`src/rtl/uart_apb_master.sv`:
```
// APB initiator: turns a valid/ready command stream into APB SETUP/ACCESS transfers.
// Latency: rsp_valid 3 cycles after the accept cycle for a zero-wait slave, +1 per wait state.
// Backpressure: cmd_ready is high in IDLE and in the completing ACCESS cycle only.
module uart_apb_master #(
  parameter int ADDR_WIDTH = 2,
  parameter int DATA_WIDTH = 8,
  parameter int TIMEOUT    = 16
) (
  input  logic                  pclk,
  input  logic                  presetn,
  input  logic                  cmd_valid,
  output logic                  cmd_ready,
  input  logic                  cmd_write,
  input  logic [ADDR_WIDTH-1:0] cmd_addr,
  input  logic [DATA_WIDTH-1:0] cmd_wdata,
  output logic                  rsp_valid,
  output logic [DATA_WIDTH-1:0] rsp_rdata,
  output logic                  rsp_timeout,
  output logic                  psel,
  output logic                  penable,
  output logic [ADDR_WIDTH-1:0] paddr,
  output logic                  pwrite,
  output logic [DATA_WIDTH-1:0] pwdata,
  input  logic [DATA_WIDTH-1:0] prdata,
  input  logic                  pready
);

  // A zero TIMEOUT still needs a 1-bit counter so the logic stays legal.
  localparam int CNT_W = (TIMEOUT > 0) ? $clog2(TIMEOUT + 1) : 1;
  localparam logic [CNT_W-1:0] CNT_LAST = CNT_W'((TIMEOUT > 0) ? TIMEOUT - 1 : 0);
  localparam logic [CNT_W-1:0] CNT_MAX  = '1;

  typedef enum logic [1:0] {
    ST_IDLE   = 2'd0,
    ST_SETUP  = 2'd1,
    ST_ACCESS = 2'd2
  } state_e;

  state_e                state_q, state_d;
  logic                  psel_q, psel_d;
  logic                  penable_q, penable_d;
  logic [ADDR_WIDTH-1:0] paddr_q, paddr_d;
  logic                  pwrite_q, pwrite_d;
  logic [DATA_WIDTH-1:0] pwdata_q, pwdata_d;
  logic [CNT_W-1:0]      wait_cnt_q, wait_cnt_d;
  logic                  rsp_valid_q, rsp_valid_d;
  logic [DATA_WIDTH-1:0] rsp_rdata_q, rsp_rdata_d;
  logic                  rsp_timeout_q, rsp_timeout_d;
  logic                  cmd_ready_c;

  // Next-state, command capture and response generation.
  always_comb begin
    state_d       = state_q;
    paddr_d       = paddr_q;
    pwrite_d      = pwrite_q;
    pwdata_d      = pwdata_q;
    wait_cnt_d    = wait_cnt_q;
    rsp_valid_d   = 1'b0;
    rsp_rdata_d   = rsp_rdata_q;
    rsp_timeout_d = 1'b0;
    cmd_ready_c   = 1'b0;

    case (state_q)
      ST_IDLE: begin
        cmd_ready_c = 1'b1;
        if (cmd_valid) begin
          state_d = ST_SETUP;
        end
      end
      ST_SETUP: begin
        wait_cnt_d = '0;
        state_d    = ST_ACCESS;
      end
      ST_ACCESS: begin
        if (pready) begin
          // Completion wins over a timeout landing on the same edge.
          rsp_valid_d   = 1'b1;
          rsp_timeout_d = 1'b0;
          rsp_rdata_d   = pwrite_q ? '0 : prdata;
          cmd_ready_c   = 1'b1;
          state_d       = cmd_valid ? ST_SETUP : ST_IDLE;
        end else if ((TIMEOUT != 0) && (wait_cnt_q == CNT_LAST)) begin
          rsp_valid_d   = 1'b1;
          rsp_timeout_d = 1'b1;
          rsp_rdata_d   = '0;
          state_d       = ST_IDLE;
        end else if (wait_cnt_q != CNT_MAX) begin
          wait_cnt_d = wait_cnt_q + CNT_W'(1);
        end
      end
      default: begin
        state_d = ST_IDLE;
      end
    endcase

    // Address/data registers only move on an accepted command, so they stay
    // stable for the whole transfer and keep their last value in IDLE.
    if (cmd_valid && cmd_ready_c) begin
      paddr_d  = cmd_addr;
      pwrite_d = cmd_write;
      pwdata_d = cmd_wdata;
    end
  end

  // APB strobes are registered straight from the next state.
  always_comb begin
    psel_d    = (state_d != ST_IDLE);
    penable_d = (state_d == ST_ACCESS);
  end

  // State and output registers; reset drops the bus immediately.
  always_ff @(posedge pclk or negedge presetn) begin
    if (!presetn) begin
      state_q       <= ST_IDLE;
      psel_q        <= 1'b0;
      penable_q     <= 1'b0;
      paddr_q       <= '0;
      pwrite_q      <= 1'b0;
      pwdata_q      <= '0;
      wait_cnt_q    <= '0;
      rsp_valid_q   <= 1'b0;
      rsp_rdata_q   <= '0;
      rsp_timeout_q <= 1'b0;
    end else begin
      state_q       <= state_d;
      psel_q        <= psel_d;
      penable_q     <= penable_d;
      paddr_q       <= paddr_d;
      pwrite_q      <= pwrite_d;
      pwdata_q      <= pwdata_d;
      wait_cnt_q    <= wait_cnt_d;
      rsp_valid_q   <= rsp_valid_d;
      rsp_rdata_q   <= rsp_rdata_d;
      rsp_timeout_q <= rsp_timeout_d;
    end
  end

  assign cmd_ready   = cmd_ready_c;
  assign psel        = psel_q;
  assign penable     = penable_q;
  assign paddr       = paddr_q;
  assign pwrite      = pwrite_q;
  assign pwdata      = pwdata_q;
  assign rsp_valid   = rsp_valid_q;
  assign rsp_rdata   = rsp_rdata_q;
  assign rsp_timeout = rsp_timeout_q;

endmodule

```
`config.mk`:
```
export PLATFORM = sky130hd
export DESIGN_NAME = uart_apb_master
export DESIGN_NICKNAME = d
export VERILOG_FILES = /design/src/rtl/uart_apb_master.sv
export SDC_FILE = /design/constraint.sdc
export NUM_CORES = 1
export LEC_CHECK = 0
export BUFFER_PORTS_ARGS = -buffer_cell sky130_fd_sc_hd__buf_2
export CAP_MARGIN = 20
export CORE_MARGIN = 4
export CORE_UTILIZATION = 34
export DETAILED_ROUTE_END_ITERATION = 10
export GPL_ROUTABILITY_DRIVEN = 0
export HOLD_SLACK_MARGIN = 0.02
export PLACE_DENSITY = 0.66
export SYNTH_ARGS = -nofsm -noshare
export SYNTH_HDL_FRONTEND = slang
export SYNTH_SLANG_ARGS = --single-unit
```
`constraint.sdc`:
```
create_clock -name pclk -period 1.7 [get_ports pclk]
set_input_delay 0.17 -clock pclk [delete_from_list [all_inputs] [get_ports pclk]]
set_output_delay 0.17 -clock pclk [all_outputs]
set_load 0.05 [all_outputs]
```
---- After elaboration in Yosys (flattened, before gate mapping) ----
Cells that the tools add are included.
storage, ports and cells
  register bits ........................... 30
  input port bits ......................... 23
  output and inout bits ................... 24
  word-level logic and storage cells ...... 45
operators by class
  $add $sub $neg .......................... 1
  equality and inequality tests ........... 8
  muxes and demuxes ....................... 19
  reductions and logical operators ........ 7
operators with widths
  operator                                             count
  2-to-1 mux 8 bit                                     3
  2-to-1 mux 5 bit                                     3
  one-hot mux 5 bit (2 select lines)                   1
  2-to-1 mux 1 bit                                     7
  2-to-1 mux 2 bit                                     3
  inequality test 2 bit, second input constant         3
  one-hot mux 2 bit (3 select lines)                   1
  nonzero test 2 bit                                   3
  adder 5 x 1 -> 5 bit, second input constant          1
  equality test 5 x 4 -> 1 bit, second input constant  1
  inequality test 5 bit, second input constant         1
  equality test 2 bit, second input constant           2
  AND reduction 4 bit                                  1
  equality test 2 x 1 -> 1 bit, second input constant  1
  zero test 2 bit                                      1
  one-hot mux 1 bit (2 select lines)                   1
  AND reduction 2 bit                                  1
  logical AND 1 bit                                    1

---- Logic depth before layout (Yosys ltp) ----
  word-level depth ........................ 5
  gate-level depth with buffers ........... 6
  depth with buffers taken out ............ 6

---- Worst setup path before layout ----
OpenSTA, ideal clock, no wires.
  kind .................................... reg-to-reg
  from .................................... register wait_cnt_q[0]
  to ...................................... register wait_cnt_q[1]
  slack ................................... 3 ps
  required time ........................... 1580 ps
  buffers on the path ..................... 0
  stages on the path, launching flop included .. 7
  setup time .............................. 120 ps
  clock period less this slack ............ 1697 ps
  arrival time ............................ 1577 ps
  path through ............................ dfrtp_1 -> ha_1 -> and3_1 -> ha_1 -> nor2_1 -> nand2_1 -> a31o_2
on the way
  word-level cells in the longest chain between the ends .. 5
ends and longest elaborated chain
  item                                line  source
  from (decl)                         45    logic [CNT_W-1:0] wait_cnt_q, wait_cnt_d;
  from (signal assigned)              131   wait_cnt_q <= wait_cnt_d;
  adder 5 x 1 -> 5 bit                88    wait_cnt_d = wait_cnt_q + CNT_W'(1);
  2-to-1 mux 5 bit                    87    end else if (wait_cnt_q != CNT_MAX) begin
  2-to-1 mux 5 bit                    82    end else if ((TIMEOUT != 0) && (wait_cnt_q == CNT_LAST)) begin
  2-to-1 mux 5 bit                    75    if (pready) begin
  one-hot mux 5 bit (2 select lines)  63    case (state_q)
Parallel ways exist; a longest one is shown, timed or not. The select of a mux whose other input is x is not followed.
A chain may end at the register's enable or synchronous reset.

---- Final worst setup path ----
  from .................................... register wait_cnt_q[1]
  to ...................................... register wait_cnt_q[1]
The elaborated chain is that of the path after synthesis.

==> flow_summary.json <==
{
  "ys_ff_latch": 30,
  "grt_pass1_wl_mm": 4.44,
  "grt_overflow": 0,
  "r2r-start": "wait_cnt_q[1]",
  "regArea_um2": 751,
  "multi_input_area_um2": 492,
  "hold_path_end": "rsp_rdata[4]",
  "dr.pass1.iters": 4,
  "nets": 171,
  "cts_buffers": 5,
  "seq_area_frac_synth_pct": 61.0,
  "r2r-end": "wait_cnt_q[1]",
  "critPathKind": "reg -> reg",
  "worst_pin_slew_ns": 0.648,
  "n_antenna_cell": 0,
  "finalHoldViolCount": 0,
  "syn_avg_cell_area_um2": 14.5,
  "drive_gt1_share_pct": 57.2,
  "synth_top_area_share_pct": 61.0,
  "cp_data_required_time_ns": 1.93,
  "hp-start": "prdata[4]",
  "area_growth_pct": 35.9,
  "cts_sinks": 30,
  "die_w_um": 68.1,
  "cts_max_level": 2,
  "p_leak_nw": 0.848,
  "fp.dieH_um": 68.1,
  "grt_max_degree": 31,
  "core_um2": 3420,
  "yosysWarnings": 0,
  "antenna_left": 0,
  "final_core_util_pct": 48.9,
  "grt_pass1_vias": 1018,
  "place.port_buffers": 46,
  "syn_area_um2": 1230,
  "reg2reg_slack_ns": 0.02,
  "syn_nets": 112,
  "drt_iter0_drc": 22,
  "rr_worst_depth": 7,
  "synthTopCellsByArea": "dfrtp_1 (61%), mux2_2 (10%), a22o_1 (5.7%)",
  "clock_latency_ns": 0.34,
  "grt_antenna_before_repair": 0,
  "die_area_um2": 4640,
  "cts.path.max_buffers": 2,
  "nFillCells": 323,
  "critPathLaunchType": "flip-flop",
  "row_count": 21,
  "placed_area_um2": 1540,
  "ys_types": 25,
  "maxSlewHeadroom_pct": 56.8,
  "cts_tree": "yes",
  "drv_cap": 0,
  "yosysTopAreaCell": "dfrtp_1",
  "post-route-drc-count": 0,
  "powerDensity_nw_per_um2": 1630,
  "final_cell_area_um2": 1670,
  "setup_viol_count_final": 0,
  "min_period_ns": 1.68,
  "cp_max_fo": 3,
  "io_pins": 47,
  "routed_wl_mm": 2.58,
  "holdPathStages": 2,
  "postSynthCellCount": 85,
  "outcome": "finished clean",
  "cts_root_buffer": "clkbuf_4",
  "drt-vias-per-instance": 4.66,
  "cp_data_arrival_time_ns": 1.91,
  "ir_drop_v": 0.00104,
  "initial_utilization_pct": 36.0,
  "fmax_mhz": 595,
  "fin_crit_sh_pct": 98.9,
  "hp-class": "in -> reg",
  "path_clk_slew_ns": 0.10,
  "dr_total_vias": 891,
  "place.detailed.hpwl_mm": 1.92,
  "stdcell_count": 191,
  "skew_ns": 0.0123,
  "grt.total_usage_pct": 13.2,
  "slew_violations": 0,
  "dp.cells": 181,
  "wl_per_cell_um": 13.5,
  "endpoint_kind": "flip-flop"
}
-- state kept, by name, indices dropped and copies added (netlist names) --
register	count
paddr	2
penable	1
psel	1
pwdata	8
pwrite	1
rsp_rdata	8
rsp_timeout	1
rsp_valid	1
state_q	2
wait_cnt_q	5
-- routing by layer --
| metal | global-route usage, % | vias to the layer above | wire length, µm | share of wire [%] |
|---|---|---|---|---|
| met2 | 20.8 | 32 | 1260 | 49 |
| met1 | 15.8 | 429 | 1090 | 42 |
| li1 | - | 427 | - | - |
| met3 | 4.27 | 3 | 198 | 7.7 |
| met5 | 0 | - | 0 | 0 |
| met4 | 7.44 | 0 | 35 | 1.4 |
-- worst max path at each step --
stage | slack [ns] | endpoint | from | cells past startpoint
global route | -0.003 | wait_cnt_q[1] | wait_cnt_q[1] | 7
floorplan | 0.003 | wait_cnt_q[1] | wait_cnt_q[0] | 6
CTS | 0.0007 | psel | wait_cnt_q[0] | 6
detailed placement | -0.04 | wait_cnt_q[1] | wait_cnt_q[0] | 6
global placement | 0.05 | wait_cnt_q[1] | wait_cnt_q[0] | 6
finish | 0.02 | wait_cnt_q[1] | wait_cnt_q[1] | 7
-- cell type report --
class | count | share of cell area, %
flip-flops and latches | 30 | 44.9
multi-input cells | 52 | 29.4
repair buffers | 53 | 17.1
well taps | 46 | 3.44
clock buffers | 6 | 2.47
clock inverters | 2 | 2.25
inverters | 2 | 0.449
-- cells in the final DEF, fill, tap and decap left out, drive strengths merged, types with 3 or more instances in the layout --
| cell | n |
|---|---|
| buf | 52 |
| dfrtp | 30 |
| mux2 | 11 |
| a22o | 8 |
| clkbuf | 6 |
| ha | 4 |
| nor3b | 3 |
| nand2 | 3 |
-- stage by stage --
step | setup WS [ns] | hold slack (ns) | total power [W] | setup TNS [ns]
2_1_floorplan | 0.00337 | -0.126 | 0.00187 | 0
3_3_place_gp | 0.0548 | 0.221 | 0.00213 | 0
3_5_place_dp | -0.0373 | 0.235 | 0.00216 | -0.0392
4_1_cts | 0.000720 | 0.0279 | 0.00273 | 0
5_1_grt | -0.00266 | 0.0303 | 0.00286 | -0.00266
6_report | 0.0192 | 0.0335 | 0.00273 | 0
-- critical path, stage by stage, from the launching register on --
cell and delay, ns:
dfrtp_1 0.40, ha_1 0.17, and3_2 0.24, ha_2 0.21, nor2_4 0.04, buf_4 0.13
and3_1 0.18, a31o_2 0.21
-- Yosys cell counts --
cell	n
dfrtp_1	30
mux2_2	11
a22o_1	8
ha_1	4
nand2_1	3
and3_1	2
inv_1	2
mux2i_1	2
nand2b_1	2
nand3_1	2
nor2_1	2
nor3b_2	2
o31ai_1	2
or2_2	2
a21bo_2	1
a21boi_0	1
a31o_2	1
and2_1	1
buf_6	1
nand3b_1	1
nor2b_1	1
nor3b_4	1
o21bai_1	1
o2bb2ai_1	1
xor2_1	1
-- where the power goes --
part	internal (W)	switching, W
logic	0.000337	0.000811
clock network	0.000310	0.000257
registers	0.000902	0.000110
total	0.00155	0.00118
-- logic make-up (layout without fill, tap and decap cells) --
kind of cell	after synthesis	in the layout	synth area share (%)
flops	30	30	61.0
simple gates	19	19	10.6
compound gates	15	15	10.4
xor+xnor	1	1	0.712
mux	13	13	11.7
buf+inv	3	63	1.53
fa+ha+maj	4	4	4.07
-- what timing repair did --
action,CTS,global route
gates resized for setup,2,6
buffers inserted,0,1
pin swaps,1,1
hold endpoints to repair,30,0
hold buffers,1,0
cloned,0,0
endpoints found under the setup margin,3,6
No activity file was read; power rests on OpenSTA's default activity.
